$ cat config.mk
export PLATFORM = sky130hd
export DESIGN_NAME = window_buffer_nxn_flat
export DESIGN_NICKNAME = d
export VERILOG_FILES = /design/src/rtl/window_buffer_nxn_if.sv /design/src/rtl/window_buffer_nxn.sv /design/src/flat_wrapper.sv
export SDC_FILE = /design/constraint.sdc
export NUM_CORES = 1
export LEC_CHECK = 0
export BUFFER_PORTS_ARGS = -buffer_cell sky130_fd_sc_hd__buf_2
export CAP_MARGIN = 20
export CORE_AREA = 2 2 117 164
export CTS_BUF_LIST = sky130_fd_sc_hd__clkbuf_2
export DETAILED_ROUTE_END_ITERATION = 7
export DIE_AREA = 0 0 119 166
export HOLD_SLACK_MARGIN = 0.06
export PLACE_DENSITY = 0.55
export SYNTH_ARGS = -nofsm -noshare
export SYNTH_HDL_FRONTEND = slang
export SYNTH_SLANG_ARGS = --single-unit
$ cat constraint.sdc
create_clock -name clk -period 4.71 [get_ports clk]
set_clock_uncertainty 0.2 [all_clocks]
set_input_delay 0.471 -clock clk [delete_from_list [all_inputs] [get_ports clk]]
set_output_delay 0.471 -clock clk [all_outputs]
set_load 0.005 [all_outputs]
$ cat src/rtl/window_buffer_nxn_if.sv
// ---------------------------------------------------------------------------
// window_buffer_nxn_if
// Bundles the request, pixel handshake and window-result signals that the
// WIN x WIN window buffer exchanges with the fetch controller and the
// gradient stage.
//   master : the surrounding controller (issues requests and pixels, reads the window)
//   slave  : the window buffer itself
// Signals:
//   start_read   one-cycle full-fill request
//   start_shift  one-cycle shift request
//   shift_direc  shift direction (00 right, 01 left, 10 down, 11 up)
//   data_r       incoming pixel
//   pix_valid    data_r valid
//   pix_ready    buffer accepts a pixel this cycle
//   busy         buffer is filling or loading an edge
//   read_done    one-cycle pulse at the end of a full fill
//   shift_done   one-cycle pulse at the end of a shift plus edge load
//   window_valid window holds a complete, consistent set
//   window       flattened row-major window, element 0 in the low bits
// ---------------------------------------------------------------------------
interface window_buffer_nxn_if #(
    parameter int PIX_W = 8,
    parameter int WIN   = 3
);
    logic                       start_read;
    logic                       start_shift;
    logic [1:0]                 shift_direc;
    logic [PIX_W-1:0]           data_r;
    logic                       pix_valid;
    logic                       pix_ready;
    logic                       busy;
    logic                       read_done;
    logic                       shift_done;
    logic                       window_valid;
    logic [WIN*WIN*PIX_W-1:0]   window;

    modport master (
        output start_read,
        output start_shift,
        output shift_direc,
        output data_r,
        output pix_valid,
        input  pix_ready,
        input  busy,
        input  read_done,
        input  shift_done,
        input  window_valid,
        input  window
    );

    modport slave (
        input  start_read,
        input  start_shift,
        input  shift_direc,
        input  data_r,
        input  pix_valid,
        output pix_ready,
        output busy,
        output read_done,
        output shift_done,
        output window_valid,
        output window
    );
endinterface

$ cat src/rtl/window_buffer_nxn.sv
// ---------------------------------------------------------------------------
// window_buffer_nxn
// Holds a WIN x WIN window of PIX_W-bit pixels for the convolution stage.
// A full fill streams WIN*WIN pixels in row-major order. A shift moves the
// existing window one step (right/left/down/up) and then streams in the WIN
// pixels of the vacated edge line. window_valid is only raised when the
// window is complete and consistent, so the gradient stage never sees a
// partially loaded window.
// Ports:
//   clk    rising-edge system clock
//   n_rst  asynchronous active-low reset
//   bus    window_buffer_nxn_if.slave (requests, pixel handshake, results)
// All outputs come straight from flops.
// ---------------------------------------------------------------------------
module window_buffer_nxn #(
    parameter int PIX_W = 8,
    parameter int WIN   = 3
) (
    input  logic                clk,
    input  logic                n_rst,
    window_buffer_nxn_if.slave  bus
);

    localparam int NPIX = WIN * WIN;
    localparam int CW   = (NPIX > 1) ? $clog2(NPIX) : 1;

    localparam logic [CW-1:0] LAST_FILL = CW'(NPIX - 1);
    localparam logic [CW-1:0] LAST_EDGE = CW'(WIN - 1);

    localparam logic [1:0] DIR_RIGHT = 2'b00;
    localparam logic [1:0] DIR_LEFT  = 2'b01;
    localparam logic [1:0] DIR_DOWN  = 2'b10;
    localparam logic [1:0] DIR_UP    = 2'b11;

    typedef enum logic [1:0] {
        ST_IDLE = 2'b00,
        ST_FILL = 2'b01,
        ST_EDGE = 2'b10
    } state_t;

    state_t             state_q,      state_d;
    logic [CW-1:0]      cnt_q,        cnt_d;
    logic [1:0]         dir_q,        dir_d;
    logic [PIX_W-1:0]   win_q [NPIX];
    logic [PIX_W-1:0]   win_d [NPIX];
    logic               valid_q,      valid_d;
    logic               read_done_q,  read_done_d;
    logic               shift_done_q, shift_done_d;
    logic               busy_q,       busy_d;
    logic               pix_ready_q,  pix_ready_d;
    logic               accept_s;

    // Element index that a pixel moves in from when shifting in direction dir.
    // Positions on the vacated edge have no source and keep their stale value
    // (they are overwritten during the edge load).
    function automatic int shift_src(input logic [1:0] dir, input int r, input int c);
        int src;
        src = r * WIN + c;
        case (dir)
            DIR_RIGHT: if (c < WIN - 1) src = r * WIN + c + 1;   else src = r * WIN + c;
            DIR_LEFT:  if (c > 0)       src = r * WIN + c - 1;   else src = r * WIN + c;
            DIR_DOWN:  if (r < WIN - 1) src = (r + 1) * WIN + c; else src = r * WIN + c;
            DIR_UP:    if (r > 0)       src = (r - 1) * WIN + c; else src = r * WIN + c;
            default:   src = r * WIN + c;
        endcase
        return src;
    endfunction

    // Element written by the i-th edge pixel: column edges are loaded
    // top-to-bottom, row edges left-to-right.
    function automatic int edge_index(input logic [1:0] dir, input int i);
        int idx;
        case (dir)
            DIR_RIGHT: idx = i * WIN + (WIN - 1);
            DIR_LEFT:  idx = i * WIN;
            DIR_DOWN:  idx = (WIN - 1) * WIN + i;
            DIR_UP:    idx = i;
            default:   idx = i;
        endcase
        return idx;
    endfunction

    // pix_ready is registered, so an acceptance is simply ready & valid.
    assign accept_s = pix_ready_q & bus.pix_valid;

    // Next-state, window update and pulse generation.
    always_comb begin
        state_d      = state_q;
        cnt_d        = cnt_q;
        dir_d        = dir_q;
        valid_d      = valid_q;
        read_done_d  = 1'b0;
        shift_done_d = 1'b0;
        for (int k = 0; k < NPIX; k++) begin
            win_d[k] = win_q[k];
        end

        case (state_q)
            ST_IDLE: begin
                if (bus.start_read) begin
                    // A fill request takes priority; a simultaneous shift is dropped.
                    state_d = ST_FILL;
                    cnt_d   = {CW{1'b0}};
                    valid_d = 1'b0;
                end else if (bus.start_shift && valid_q) begin
                    state_d = ST_EDGE;
                    cnt_d   = {CW{1'b0}};
                    valid_d = 1'b0;
                    dir_d   = bus.shift_direc;
                    for (int r = 0; r < WIN; r++) begin
                        for (int c = 0; c < WIN; c++) begin
                            win_d[r * WIN + c] = win_q[shift_src(bus.shift_direc, r, c)];
                        end
                    end
                end else begin
                    // Shift on an invalid window and idle pixels are ignored.
                    state_d = ST_IDLE;
                end
            end

            ST_FILL: begin
                if (accept_s) begin
                    for (int k = 0; k < NPIX; k++) begin
                        if (k == int'(cnt_q)) begin
                            win_d[k] = bus.data_r;
                        end else begin
                            win_d[k] = win_q[k];
                        end
                    end
                    if (cnt_q == LAST_FILL) begin
                        state_d     = ST_IDLE;
                        cnt_d       = {CW{1'b0}};
                        valid_d     = 1'b1;
                        read_done_d = 1'b1;
                    end else begin
                        cnt_d = cnt_q + CW'(1);
                    end
                end else begin
                    // Stall: hold state and counter.
                    cnt_d = cnt_q;
                end
            end

            ST_EDGE: begin
                if (accept_s) begin
                    for (int k = 0; k < NPIX; k++) begin
                        if (k == edge_index(dir_q, int'(cnt_q))) begin
                            win_d[k] = bus.data_r;
                        end else begin
                            win_d[k] = win_q[k];
                        end
                    end
                    if (cnt_q == LAST_EDGE) begin
                        state_d      = ST_IDLE;
                        cnt_d        = {CW{1'b0}};
                        valid_d      = 1'b1;
                        shift_done_d = 1'b1;
                    end else begin
                        cnt_d = cnt_q + CW'(1);
                    end
                end else begin
                    cnt_d = cnt_q;
                end
            end

            default: begin
                state_d = ST_IDLE;
                cnt_d   = {CW{1'b0}};
                valid_d = 1'b0;
            end
        endcase

        // busy and pix_ready reflect the state being entered so they are
        // already correct in the first FILL/EDGE cycle.
        busy_d      = (state_d != ST_IDLE);
        pix_ready_d = (state_d != ST_IDLE);
    end

    // State, window and output registers.
    always_ff @(posedge clk or negedge n_rst) begin
        if (!n_rst) begin
            state_q      <= ST_IDLE;
            cnt_q        <= {CW{1'b0}};
            dir_q        <= 2'b00;
            valid_q      <= 1'b0;
            read_done_q  <= 1'b0;
            shift_done_q <= 1'b0;
            busy_q       <= 1'b0;
            pix_ready_q  <= 1'b0;
            for (int k = 0; k < NPIX; k++) begin
                win_q[k] <= {PIX_W{1'b0}};
            end
        end else begin
            state_q      <= state_d;
            cnt_q        <= cnt_d;
            dir_q        <= dir_d;
            valid_q      <= valid_d;
            read_done_q  <= read_done_d;
            shift_done_q <= shift_done_d;
            busy_q       <= busy_d;
            pix_ready_q  <= pix_ready_d;
            for (int k = 0; k < NPIX; k++) begin
                win_q[k] <= win_d[k];
            end
        end
    end

    assign bus.pix_ready    = pix_ready_q;
    assign bus.busy         = busy_q;
    assign bus.read_done    = read_done_q;
    assign bus.shift_done   = shift_done_q;
    assign bus.window_valid = valid_q;

    for (genvar g = 0; g < NPIX; g++) begin : g_window_out
        assign bus.window[g * PIX_W +: PIX_W] = win_q[g];
    end

endmodule

$ cat src/flat_wrapper.sv
// flat-port wrapper written by rule: the top's interface ports become plain ports
module window_buffer_nxn_flat 
#(
    parameter int PIX_W = 8,
    parameter int WIN   = 3
)
  (clk, n_rst, bus_start_read, bus_start_shift, bus_shift_direc, bus_data_r, bus_pix_valid, bus_pix_ready, bus_busy, bus_read_done, bus_shift_done, bus_window_valid, bus_window);
  window_buffer_nxn_if #(.PIX_W(PIX_W), .WIN(WIN)) bus_i ();
  input  logic clk;
  input  logic n_rst;
  input wire logic [$bits(bus_i.start_read)-1:0] bus_start_read;
  input wire logic [$bits(bus_i.start_shift)-1:0] bus_start_shift;
  input wire logic [$bits(bus_i.shift_direc)-1:0] bus_shift_direc;
  input wire logic [$bits(bus_i.data_r)-1:0] bus_data_r;
  input wire logic [$bits(bus_i.pix_valid)-1:0] bus_pix_valid;
  output wire logic [$bits(bus_i.pix_ready)-1:0] bus_pix_ready;
  output wire logic [$bits(bus_i.busy)-1:0] bus_busy;
  output wire logic [$bits(bus_i.read_done)-1:0] bus_read_done;
  output wire logic [$bits(bus_i.shift_done)-1:0] bus_shift_done;
  output wire logic [$bits(bus_i.window_valid)-1:0] bus_window_valid;
  output wire logic [$bits(bus_i.window)-1:0] bus_window;
  assign bus_i.start_read = bus_start_read;
  assign bus_i.start_shift = bus_start_shift;
  assign bus_i.shift_direc = bus_shift_direc;
  assign bus_i.data_r = bus_data_r;
  assign bus_i.pix_valid = bus_pix_valid;
  assign bus_pix_ready = bus_i.pix_ready;
  assign bus_busy = bus_i.busy;
  assign bus_read_done = bus_i.read_done;
  assign bus_shift_done = bus_i.shift_done;
  assign bus_window_valid = bus_i.window_valid;
  assign bus_window = bus_i.window;
  window_buffer_nxn #(.PIX_W(PIX_W), .WIN(WIN)) u_core (.clk(clk), .n_rst(n_rst), .bus(bus_i));
endmodule
==> metrics.csv <==
metric,value,unit
synth_cell_types,64,
fin_crit_sh,89.0,%
vias,6695,
h-tree-depth,3,
sw_frac_of_total,48.9,%
ir_drop,0.238,mV
rsz0062_at_grt,no,
synth_top_area_share,29.1,%
die_width,119,um
final_cells,1112,
route.detailed.drc,0,
clock_sinks,84,
yosys_warnings,0,
placed_cell_area,7860,um2
status,"complete, no violations",
mappedNetlistArea,7220,um2
nets,901,
first_iter_violations,563,
synthFlopType,dfrtp_1,
first_global_vias,6513,
grt_pass1_wl,38400,um
gp_congestion,0.839,
drv_slew,0,
cts_inserted_buffers,9,
first_pass_iters,6,
grt_max_degree,53,
root_buffer,clkbuf_2,
power.internal,2.92,mW
grtUsageTotal,24.9,%
p_switching,2.79,mW
critical_path_peak_fanout,8,
period_minus_slack,4.19,ns
yosys-top-cells-area,"dfrtp_1 (29%), mux2_2 (12%), mux4_2 (7.8%)",
yosysSeqAreaShare,29.1,%
syn_to_final_growth,11.9,%
critPathArrivalTime,4.52,ns
grt.overflow.total,0,
ant_nets,0,
critPathLaunch,u_core.cnt_q[1],
ys_seq_elements,84,
synth-edff-count,0,
drive_gt1_share,28.7,%
hold_viol,0,
p_comb_share,63.1,%
clockBufferDepth,2,
min_from,bus_data_r[7],
dieArea,19800,um2
holdPathEnd,u_core.bus.window[23],
yosys.area.top_type,dfrtp_1,
whs,0.0903,ns
post-cts-setup-buffer-count,0,
startpoint_type,flop,
drt-total-wl,24600,um
syn_nets,829,
port_buffers,91,
viasPerCell,6.02,
io_pins,92,
fmax,239,MHz
reg2reg_depth,9,
cts_tree,yes,
start_util,39.3,%
worstSetupPathType,reg2reg,
cts.reportedPaths.clkPinSlew,0.24,ns
coreArea,18400,um2
crit_path_end_kind,flop,
tns,0,ns
dp_hpwl,16500,um
antenna_found_initial,1,
dp.cells,1084,
clock_power_share,7.0,%
async_flop_share,100,%
rr_endpoint,u_core.bus.window[39],
syn_area_per_cell,9.14,um2
clk_latency,0.63,ns
required,5.04,ns
cap_violations,0,
seqPwrFrac,29.9,%
p_per_area,707,nW/um2
min_path_cells,3,
r2r_slack,0.52,ns
final_area,8080,um2
hold_class,in2reg,
p_leak,3.49,nW
synth_cells,790,
relSlewSlack,21.2,%
rows,59,
rr_startpoint,u_core.cnt_q[1],
wl_per_cell,22.1,um
finalSetupViolations,0,
tightest_slew,1.18,ns
die_h,166,um
timing repair:
action,CTS,global route
resized for setup,0,0
endpoints found under the hold margin,75,0
hold buffers,11,0
worst max path at each step:
stage                            end  slack (ns)  depth (start not counted)
2_1_floorplan  u_core.bus.window[49]        0.57                         12
3_3_place_gp   u_core.bus.window[32]        0.62                          9
3_5_place_dp   u_core.bus.window[38]        0.55                          9
4_1_cts        u_core.bus.window[39]        0.53                          9
5_1_grt        u_core.bus.window[39]        0.35                          9
6_report       u_core.bus.window[39]        0.52                          9
layer usage:
| layer | GRT usage [%] | wire length, um |
|---|---|---|
| met1 | 31.3 | 10200 |
| met2 | 43.2 | 12400 |
| met3 | 3.23 | 1090 |
| met4 | 9.37 | 784 |
| met5 | 0 | 0 |
critical path, cell delays in order, from the launching register on:
cell      delay (ns)
dfrtp_1         0.53
ha_1            0.33
fa_1            0.55
xor2_2          0.28
nand3_1         0.17
xnor3_1         0.41
a211oi_2        0.41
a41oi_1         0.22
a21oi_2         0.59
mux2_2          0.41
cells by family after synthesis:
group           after synthesis  synth area share [%]
simple gates                232                  14.1
fa+ha+maj                    24                  4.26
flops                        84                  29.1
xor+xnor                      4                 0.780
buf+inv                      86                  5.84
compound gates              209                  19.3
mux                         151                  26.6
final cells by class:
class | count | area (um2)
Antenna cell | 1 | 2.50
Clock buffer | 10 | 50.0
Clock inverter | 6 | 55.1
Fill cell | 1845 | 10300
Inverter | 24 | 90.1
Multi-Input combinational cell | 620 | 4730
Sequential cell | 84 | 2100
Tap cell | 244 | 305
Timing Repair Buffer | 123 | 738
sequential cells by signal (all words and copies together), names as in the netlist:
| name | flops |
|---|---|
| u_core.state_q | 2 |
| u_core.bus.shift_done | 1 |
| u_core.bus.read_done | 1 |
| u_core.cnt_q | 4 |
| u_core.bus.window | 72 |
| u_core.dir_q | 2 |
| u_core.bus.busy | 1 |
| u_core.bus.window_valid | 1 |
synth_stat cells, types with 3 or more instances:
library cell / count
nand3_1: 11
a211oi_1: 15
ha_1: 23
nand2_1: 89
clkbuf_8: 4
clkbuf_1: 36
a21oi_1: 67
a311oi_1: 9
a211oi_2: 3
nor3_1: 9
or2_2: 3
nand2b_1: 9
a221oi_1: 3
mux4_2: 25
buf_1: 12
o21ai_0: 40
dfrtp_1: 84
a222oi_1: 5
a21o_1: 3
o31ai_1: 10
buf_2: 5
inv_1: 23
o211ai_1: 10
nor2_1: 78
a221o_1: 4
a41oi_1: 3
mux2i_1: 51
a31oi_1: 13
o22ai_1: 6
a22oi_1: 4
mux2_2: 75
nor2b_1: 19
placed cells by master (no fill, tap or decap), types with 13 or more instances in the layout:
master	synthesis	final
a211oi_1	15	15
a21oi_1	67	67
a31oi_1	13	13
buf_2	5	90
buf_4	2	21
dfrtp_1	84	84
ha_1	23	17
inv_1	23	23
mux2_2	75	75
mux2i_1	51	51
mux4_2	25	25
nand2_1	89	89
nor2_1	78	77
nor2b_1	19	19
o21ai_0	40	40
stage by stage:
stage          power [mW]  util [%]  setup WS (ns)
6_report             5.71      43.9          0.519
5_1_grt              6.14      43.9          0.354
4_1_cts              5.72      43.9          0.528
3_5_place_dp         5.31      42.8          0.548
3_3_place_gp         5.29      42.8          0.623
2_1_floorplan        4.08         -          0.571
power by group through the flow:
stage	combinational, mW	clock (mW)	sequential, mW
after global placement	3.57	0	1.71
after floorplan	2.58	0	1.50
after CTS	3.62	0.411	1.69
after detailed placement	3.60	0	1.71
final	3.61	0.400	1.71
after global routing	3.94	0.438	1.76
Note: power is estimated with default switching activity, not from simulation.
